<file path="config.mk">
export PLATFORM = sky130hd
export DESIGN_NAME = contador_estacionamiento
export DESIGN_NICKNAME = d
export VERILOG_FILES = /design/src/rtl/contador_estacionamiento_pkg.sv /design/src/rtl/bcd_digito_updown.sv /design/src/rtl/contador_estacionamiento.sv
export SDC_FILE = /design/constraint.sdc
export NUM_CORES = 1
export LEC_CHECK = 0
export BUFFER_PORTS_ARGS = -buffer_cell sky130_fd_sc_hd__buf_4
export CORE_MARGIN = 10
export CORE_UTILIZATION = 51
export DETAILED_ROUTE_END_ITERATION = 16
export PLACE_DENSITY = 0.81
export SETUP_SLACK_MARGIN = 0.02
export SYNTH_ARGS = -nofsm -noshare
export SYNTH_HDL_FRONTEND = slang
export SYNTH_SLANG_ARGS = --single-unit
</file>
<file path="constraint.sdc">
create_clock -name clk -period 3.25 [get_ports clk]
set_input_delay 0.65 -clock clk [delete_from_list [all_inputs] [get_ports clk]]
set_output_delay 0.65 -clock clk [all_outputs]
set_load 0.03 [all_outputs]
</file>
<file path="src/rtl/contador_estacionamiento_pkg.sv">
// Shared encodings for the parking entry/exit detector and the occupancy counter.
// Occupancy states are encoded as {lleno, vacio} so the state bits drive those outputs.
package contador_estacionamiento_pkg;

  typedef enum logic [1:0] {
    IDLE  = 2'b00,
    A_ON  = 2'b01,
    AB_ON = 2'b11,
    B_ON  = 2'b10
  } sensor_t;

  typedef enum logic [1:0] {
    PARCIAL = 2'b00,
    VACIO   = 2'b01,
    LLENO   = 2'b10
  } ocupacion_t;

  localparam int CAPACIDAD_MAX = 99;

endpackage

</file>
<file path="src/rtl/bcd_digito_updown.sv">
// One decade of an up/down BCD counter; carry/borrow flag the wrap so decades can be chained.
module bcd_digito_updown (
  input  logic       clk,
  input  logic       reset,
  input  logic       inc,
  input  logic       dec,
  output logic [3:0] digit,
  output logic       carry,
  output logic       borrow
);

  assign carry  = inc & ~dec & (digit == 4'd9);
  assign borrow = dec & ~inc & (digit == 4'd0);

  // Digit register: wraps 9->0 upward and 0->9 downward.
  always_ff @(posedge clk) begin
    if (reset) begin
      digit <= 4'd0;
    end else if (inc & ~dec) begin
      digit <= carry ? 4'd0 : digit + 4'd1;
    end else if (dec & ~inc) begin
      digit <= borrow ? 4'd9 : digit - 4'd1;
    end else begin
      digit <= digit;
    end
  end

endmodule

</file>
<file path="src/rtl/contador_estacionamiento.sv">
// Parking lot occupancy counter: saturating count, free spaces, full/empty state,
// sticky overflow/underflow flags and a two-digit BCD mirror of the count.
module contador_estacionamiento
  import contador_estacionamiento_pkg::*;
#(
  parameter int CAPACIDAD = 20,
  parameter int W         = 7
) (
  input  logic         clk,
  input  logic         reset,
  input  logic         entrada,
  input  logic         salida,
  input  logic         clear_err,
  output logic [W-1:0] ocupados,
  output logic [W-1:0] libres,
  output logic         lleno,
  output logic         vacio,
  output logic         err_overflow,
  output logic         err_underflow,
  output logic [3:0]   bcd_dec,
  output logic [3:0]   bcd_uni
);

  localparam logic [W-1:0] CAP = W'(CAPACIDAD);

  ocupacion_t   state, state_next;
  logic [W-1:0] count_next;
  logic         sube, baja, set_ovf, set_unf, ilegal;
  logic         ev_in, ev_out;
  logic         uni_carry, uni_borrow, dec_carry, dec_borrow;

  assign ev_in  = entrada & ~salida;
  assign ev_out = salida & ~entrada;

  // Next-state and count arithmetic; simultaneous pulses are a net no-op.
  always_comb begin
    state_next = state;
    count_next = ocupados;
    sube       = 1'b0;
    baja       = 1'b0;
    set_ovf    = 1'b0;
    set_unf    = 1'b0;
    ilegal     = 1'b0;
    case (state)
      VACIO: begin
        if (ev_in) begin
          count_next = W'(1);
          sube       = 1'b1;
          state_next = (CAPACIDAD == 1) ? LLENO : PARCIAL;
        end else if (ev_out) begin
          set_unf = 1'b1;
        end else begin
          state_next = VACIO;
        end
      end
      PARCIAL: begin
        if (ev_in) begin
          count_next = ocupados + W'(1);
          sube       = 1'b1;
          state_next = (ocupados + W'(1) == CAP) ? LLENO : PARCIAL;
        end else if (ev_out) begin
          count_next = ocupados - W'(1);
          baja       = 1'b1;
          state_next = (ocupados == W'(1)) ? VACIO : PARCIAL;
        end else begin
          state_next = PARCIAL;
        end
      end
      LLENO: begin
        if (ev_in) begin
          set_ovf = 1'b1;
        end else if (ev_out) begin
          count_next = ocupados - W'(1);
          baja       = 1'b1;
          state_next = (CAPACIDAD == 1) ? VACIO : PARCIAL;
        end else begin
          state_next = LLENO;
        end
      end
      default: begin
        ilegal     = 1'b1;
        state_next = VACIO;
        count_next = '0;
      end
    endcase
  end

  // State, count and sticky error registers.
  always_ff @(posedge clk) begin
    if (reset) begin
      state         <= VACIO;
      ocupados      <= '0;
      libres        <= CAP;
      err_overflow  <= 1'b0;
      err_underflow <= 1'b0;
    end else begin
      state         <= state_next;
      ocupados      <= count_next;
      libres        <= CAP - count_next;
      err_overflow  <= set_ovf | (err_overflow & ~clear_err);
      err_underflow <= set_unf | (err_underflow & ~clear_err);
    end
  end

  assign lleno = state[1];
  assign vacio = state[0];

  bcd_digito_updown u_unidades (
    .clk    (clk),
    .reset  (reset | ilegal),
    .inc    (sube),
    .dec    (baja),
    .digit  (bcd_uni),
    .carry  (uni_carry),
    .borrow (uni_borrow)
  );

  bcd_digito_updown u_decenas (
    .clk    (clk),
    .reset  (reset | ilegal),
    .inc    (uni_carry),
    .dec    (uni_borrow),
    .digit  (bcd_dec),
    .carry  (dec_carry),
    .borrow (dec_borrow)
  );

endmodule

</file>
After elaboration in Yosys (flattened, before gate mapping)

Index checks and enable logic that the tools add are counted.
W data, S select, Z words.

Word-level logic and storage cells: 83
ROM bits: 0
Input bits: 5
Output and inout bits: 26
Bits in registers: 26
Bits in latches: 0
Memories: 0
RAM bits: 0

Bitwise gates (word level): 22
Div/mod/pow operators: 0
Magnitude comparators: 0
$mul: 0
Reductions and logical operators: 9
$add $sub $neg: 7
Equality and inequality tests: 8
Shifts and indexed selects: 0
Muxes and demuxes: 30

Operators by type and width:

| cell                  | number |
|---|---|
| $mux W4               | 8 |
| $mux W7               | 4 |
| $pmux W7 S3           | 1 |
| $and A1 B1 Y1         | 12 |
| $mux W2               | 6 |
| $mux W1               | 10 |
| $add A4 B1 Y4 const B | 2 |
| $eq A4 B4 Y1 const B  | 2 |
| $logic_not A4 Y1      | 2 |
| $sub A4 B1 Y4 const B | 2 |
| $add A7 B1 Y7 const B | 1 |
| $eq A7 B1 Y1 const B  | 1 |
| $eq A7 B5 Y1 const B  | 1 |
| $not A1 Y1            | 7 |
| $sub A5 B7 Y7 const A | 1 |
| $sub A7 B1 Y7 const B | 1 |
| $pmux W2 S3           | 1 |
| $reduce_bool A2 Y1    | 2 |
| $reduce_or A2 Y1      | 2 |
| $ne A3 B3 Y1 const B  | 1 |
| $or A1 B1 Y1          | 3 |
| $reduce_or A3 Y1      | 1 |
| $eq A2 B1 Y1 const B  | 1 |
| $eq A2 B2 Y1 const B  | 1 |
| other kinds (3)       | 3 |

Longest topological paths before layout

Word-level depth: 14
Gate-level depth with buffers: 15
Gate-level depth less buffers: 13

Cells and area by module

A second synthesis with hierarchy kept.

Cell total of the unflattened synthesis: 211
Area, all modules: 1805.5 um2

By module, submodules not included:

| module                   | seq. area each (um2) | cells each | times used | area each (um2) |
|---|---|---|---|---|
| contador_estacionamiento | 340.3                | 117        | 1          | 1009.7 |
| bcd_digito_updown        | 80.1                 | 47         | 2          | 397.9 |

Least setup slack after synthesis

No wires, ideal clock.

Path type: input-to-reg
From: input port entrada
To: register u_decenas.digit[3]
Required time: 3155 ps
Library setup time: 95 ps
Buffers on the path: 3
Path slack: 107 ps
Stages: 12
Arrival: 3048 ps
Cells stage by stage: buf_6 nand2b_2 nor2_1 inv_1 ha_1 clkbuf_1 and4b_1 ha_1 clkbuf_1 or4_1 a31o_2 a221oi_1

Word-level cells in the longest chain between the ends: 14
Elaborated cells on any way between the ends: 25
Those cells by class: mux: 9; bitwise: 15; reduce/logical: 1

RTL lines:

| element                     | RTL line                                                       | RTL |
|---|---|---|
| start, declared             | contador_estacionamiento.sv:11                                 | `input logic entrada,` |
| $not A1 Y1                  | contador_estacionamiento.sv:33                                 | `assign ev_out = salida & ~entrada;` |
| $and A1 B1 Y1               | contador_estacionamiento.sv:33                                 |  |
| $mux W1                     | contador_estacionamiento.sv:61, contador_estacionamiento.sv:72 |  |
| $mux W1                     | contador_estacionamiento.sv:57                                 | `if (ev_in) begin` |
| $mux W1                     | --                                                             |  |
| $not A1 Y1                  | bcd_digito_updown.sv:12                                        | `assign carry = inc & ~dec & (digit == 4'd9);` |
| $and A1 B1 Y1 (2 in series) | bcd_digito_updown.sv:12                                        |  |
| $not A1 Y1                  | bcd_digito_updown.sv:13, bcd_digito_updown.sv:21               |  |
| $and A1 B1 Y1               | bcd_digito_updown.sv:13, bcd_digito_updown.sv:21               |  |
| $and A1 B1 Y1               | bcd_digito_updown.sv:13                                        | `assign borrow = dec & ~inc & (digit == 4'd0);` |
| $mux W4                     | bcd_digito_updown.sv:22                                        | `digit <= borrow ? 4'd9 : digit - 4'd1;` |
| $mux W4                     | bcd_digito_updown.sv:21                                        | `end else if (dec & ~inc) begin` |
| $mux W4                     | bcd_digito_updown.sv:19                                        | `end else if (inc & ~dec) begin` |
| end signal, assigned        | bcd_digito_updown.sv:20                                        | `digit <= carry ? 4'd0 : digit + 4'd1;` |
| end signal, assigned        | bcd_digito_updown.sv:22                                        |  |
| end signal, assigned        | bcd_digito_updown.sv:24                                        | `digit <= digit;` |
| end, declared               | bcd_digito_updown.sv:7                                         | `output logic [3:0] digit,` |

Parallel ways exist; a longest one is shown, timed or not. The select of a mux whose other input is x is not followed.
A chain may end at the register's enable or synchronous reset.

Final worst setup path

Ends and elaborated chain as after synthesis.

==> run_results.csv <==
group,metric,value,unit
synth,netlist_area,1970,sq um
global_route,grt_pass1_vias,1707,
clock_tree,cts.htree.levels,1,
power_and_ir_drop,peakVddDrop,0.201,mV
sta,fmax,0.369,GHz
layout,area_delta_synth_final,13.5,%
placement,post-place-cells,302,
floorplan,die_w,82.1,microns
layout,fin_cells,306,
synth,synth.distinct_cells,66,
detailed_routing,vias,1799,
layout,drive_above_1_share,22.5,%
sta,tns,0,ps
floorplan,die_h,82.1,microns
sta,slew_viol_final,0,
worst_setup_path,worstReg2RegEnd,"libres[6]$_SDFF_PP0_",
detailed_routing,drc_errors,0,
worst_setup_path,crit_chain,"buf_4 -> nand2b_2 -> nor2_1 -> inv_1 -> ha_1 -> and4b_1 -> ha_1 -> or4_1 -> a31o_2 -> a221oi_1",
detailed_routing,vias_per_cell,5.88,
worst_setup_path,cp-startpoint,"entrada",
detailed_routing,wl,4590,microns
clock_tree,ctsLongestPathBuffers,2,
clock_tree,path_clk_slew,90,ps
global_route,antenna_found_initial,0,
run_status,outcome,"finished, final reports clean",
worst_setup_path,cpMaxStageDelayCell,"or4_1",
layout,fin_area,2230,sq um
clock_tree,postCtsSetupRepairBufs,0,
detailed_routing,drtIter0Drc,129,
clock_tree,clkSinkCount,25,
synth,async_flop_share,0,%
placement,dpl-instance-area,2180,sq um
worst_setup_path,path_class,"input port to register",
global_route,gr-total-overflow,0,
synth,synth_flop_cell,"dfxtp_1",
global_route,grt_max_degree,20,
synth,syn_nets,255,
placement,gp_congestion,0.928,
floorplan,num_io_pins,31,
synth,synth_area_leaders,"dfxtp_1 25%, ha_1 11%, nor2_1 5.0%",
synth,avgSynthCellArea,8.45,sq um
layout,num_antenna_cells,0,
clock_tree,clock_latency,270,ps
floorplan,start_util,53.4,%
sta,grt_setup_unrepaired,"false",
floorplan,die_area,6740,sq um
placement,port_buffers,30,
clock_tree,cts_hold_buf,0,
sta,final_hold_viol_count,0,
flow_run,cap_violations,0,
detailed_routing,antenna_left,0,
synth,synth.largest_area_cell,"dfxtp_1",
synth,synth_seq_cells,25,
power_and_ir_drop,powerDensity,342,nW/um^2
synth,ys_warn_count,0,
clock_tree,ctsResizeCount,0,
worst_setup_path,max_stage_delay,420,ps
detailed_routing,wl_per_cell,15.0,microns
power_and_ir_drop,static-leakage-power,0.882,nW
worst_setup_path,crit_required,3430,ps
floorplan,fp-row-count,22,
layout,fin_nets,281,
synth,synthCells,233,
sta,worst_pin_slew,559,ps
sta,max_slew_margin,62.6,%
sta,holdWs,589,ps
worst_setup_path,crit_top_cell,"ha_1",
floorplan,design.core.area,3690,sq um
sta,finalCritPeriodShare,83.4,%
detailed_routing,dr.pass1.iters,4,
worst_setup_path,end_kind,"register",
worst_setup_path,worst_r2r_path_depth,10,
worst_setup_path,startpoint_type,"input port",
global_route,grt_use_total,13.7,%
worst_setup_path,crit_fanout,12,
worst_setup_path,r2r_slack,720,ps
power_and_ir_drop,finalPower,0.764,mW
clock_tree,clockRootBuffer,"clkbuf_8",
worst_setup_path,r2r-start,"ocupados[0]$_SDFF_PP0_",
worst_setup_path,worstPathArrival,2890,ps
sta,finalSetupViolCount,0,
synth,yosysTopAreaCellShare,25.4,%
worst_hold_path,worst_hold_path_type,"register to register",
clock_tree,cts_made_buffers,3,
sta,skew,3.08,ps
synth,ys_seq_area_share,25.4,%
global_route,grt_pass1_wl,7680,microns
synth,synth_edf_count,0,
worst_setup_path,crit_path_end,"u_decenas.digit[3]$_SDFFE_PP0P_",
sta,finalCriticalPeriod,2710,ps
placement,place_hpwl,3470,microns
clock_tree,cts_tree,"built",
-- cell usage in the layout, fill, tap and decap left out, types with 2 or more instances in the layout --
cell type  Yosys  routed
buf_4          2      34
nor2_1        26      26
dfxtp_1       25      25
ha_1          17      17
nand2_1       14      14
inv_1         13      13
nand3_1       11      11
a21oi_1        9       9
o21ai_0        7       7
nor3_1         7       7
xnor2_1        5       5
a31oi_1        5       5
nor4_1         5       5
nor2b_1        4       4
o211ai_1       4       4
nand3b_1       4       4
nand2b_2       3       3
mux2i_1        3       3
a32oi_1        3       3
a211oi_1       3       3
clkbuf_8       1       3
nor2b_4        2       2
a2111o_1       2       2
nand4_1        2       2
a31oi_4        2       2
nand2b_1       2       2
or3_1          2       2
a311oi_1       2       2
o31ai_1        2       2
xor2_1         2       2
a221oi_1       2       2
-- final cells by class --
type	count	area [sq um]
clock buffer	3	41.3
clock inverter	1	7.51
fill	344	1460
inverter	14	52.6
multi-input combinational	181	1320
sequential	25	500
tap	48	60.1
timing repair buffer	34	255
-- registers in the layout, summed over array words and instances (netlist names) --
signal and flops:
err_overflow 1, err_underflow 1, libres 6, ocupados 7
state 2, u_decenas.digit 4, u_unidades.digit 4
-- how the worst min path moves through the flow --
stage,startpoint,endpoint,slack (ps),depth (start not counted)
after floorplan,u_unidades.digit[2]$_SDFFE_PP0P_,u_unidades.digit[2]$_SDFFE_PP0P_,660,2
after global placement,u_unidades.digit[2]$_SDFFE_PP0P_,u_unidades.digit[2]$_SDFFE_PP0P_,550,2
after detailed placement,u_unidades.digit[2]$_SDFFE_PP0P_,u_unidades.digit[2]$_SDFFE_PP0P_,570,2
after CTS,u_unidades.digit[2]$_SDFFE_PP0P_,u_unidades.digit[2]$_SDFFE_PP0P_,590,2
after global routing,u_decenas.digit[3]$_SDFFE_PP0P_,u_decenas.digit[3]$_SDFFE_PP0P_,630,2
final,u_unidades.digit[2]$_SDFFE_PP0P_,u_unidades.digit[2]$_SDFFE_PP0P_,590,2
-- where the power goes --
part           internal, mW  total, mW  switching, mW
sequential            0.325      0.352         0.0276
clock                0.0870      0.191          0.104
combinational        0.0895      0.221          0.131
total                 0.501      0.764          0.263
-- per-layer routing --
layer | track usage (%) | share of wire [%]
met5 | 0 | 0
met4 | 5.78 | 1.5
met3 | 2.70 | 6.5
met2 | 22.6 | 49
met1 | 17.1 | 43
-- cells in the mapped netlist (3+ instances only) --
library cell,instances
a32oi_1,3
a31oi_1,5
nand2_1,14
nand2b_2,3
inv_1,13
nor4_1,5
o21ai_0,7
a21oi_1,9
nor2_1,26
ha_1,17
nand3_1,11
dfxtp_1,25
nor3_1,7
buf_6,4
nor2b_1,4
xnor2_1,5
nand3b_1,4
mux2i_1,3
o211ai_1,4
a211oi_1,3
clkbuf_1,4
-- metrics by stage --
| step | setup WS (ps) | util [%] |
|---|---|---|
| after floorplan | 107 | - |
| after global placement | 341 | 59.2 |
| after detailed placement | 263 | 59.2 |
| after CTS | 536 | 60.5 |
| after global routing | 439 | 60.5 |
| final | 540 | 60.5 |
-- worst max-delay path, delay by kind of cell --
| kind | cells | cell delay, ps |
|---|---|---|
| AND/OR/NAND/NOR | 4 | 1070 |
| AO/OA/AOI/OAI | 2 | 520 |
| adder cells (fa/ha/maj) | 2 | 420 |
| buffers and inverters | 2 | 240 |
-- cell families (layout without fill, tap and decap cells) --
family | after synthesis | in the layout | synth area share (%)
compound gates | 60 | 60 | 24.6
xor+xnor | 7 | 7 | 3.12
fa+ha+maj | 17 | 17 | 10.8
buf+inv | 27 | 52 | 7.69
flops | 25 | 25 | 25.4
mux | 4 | 4 | 2.10
simple gates | 93 | 93 | 26.3
(Power assumes the default switching activity.)
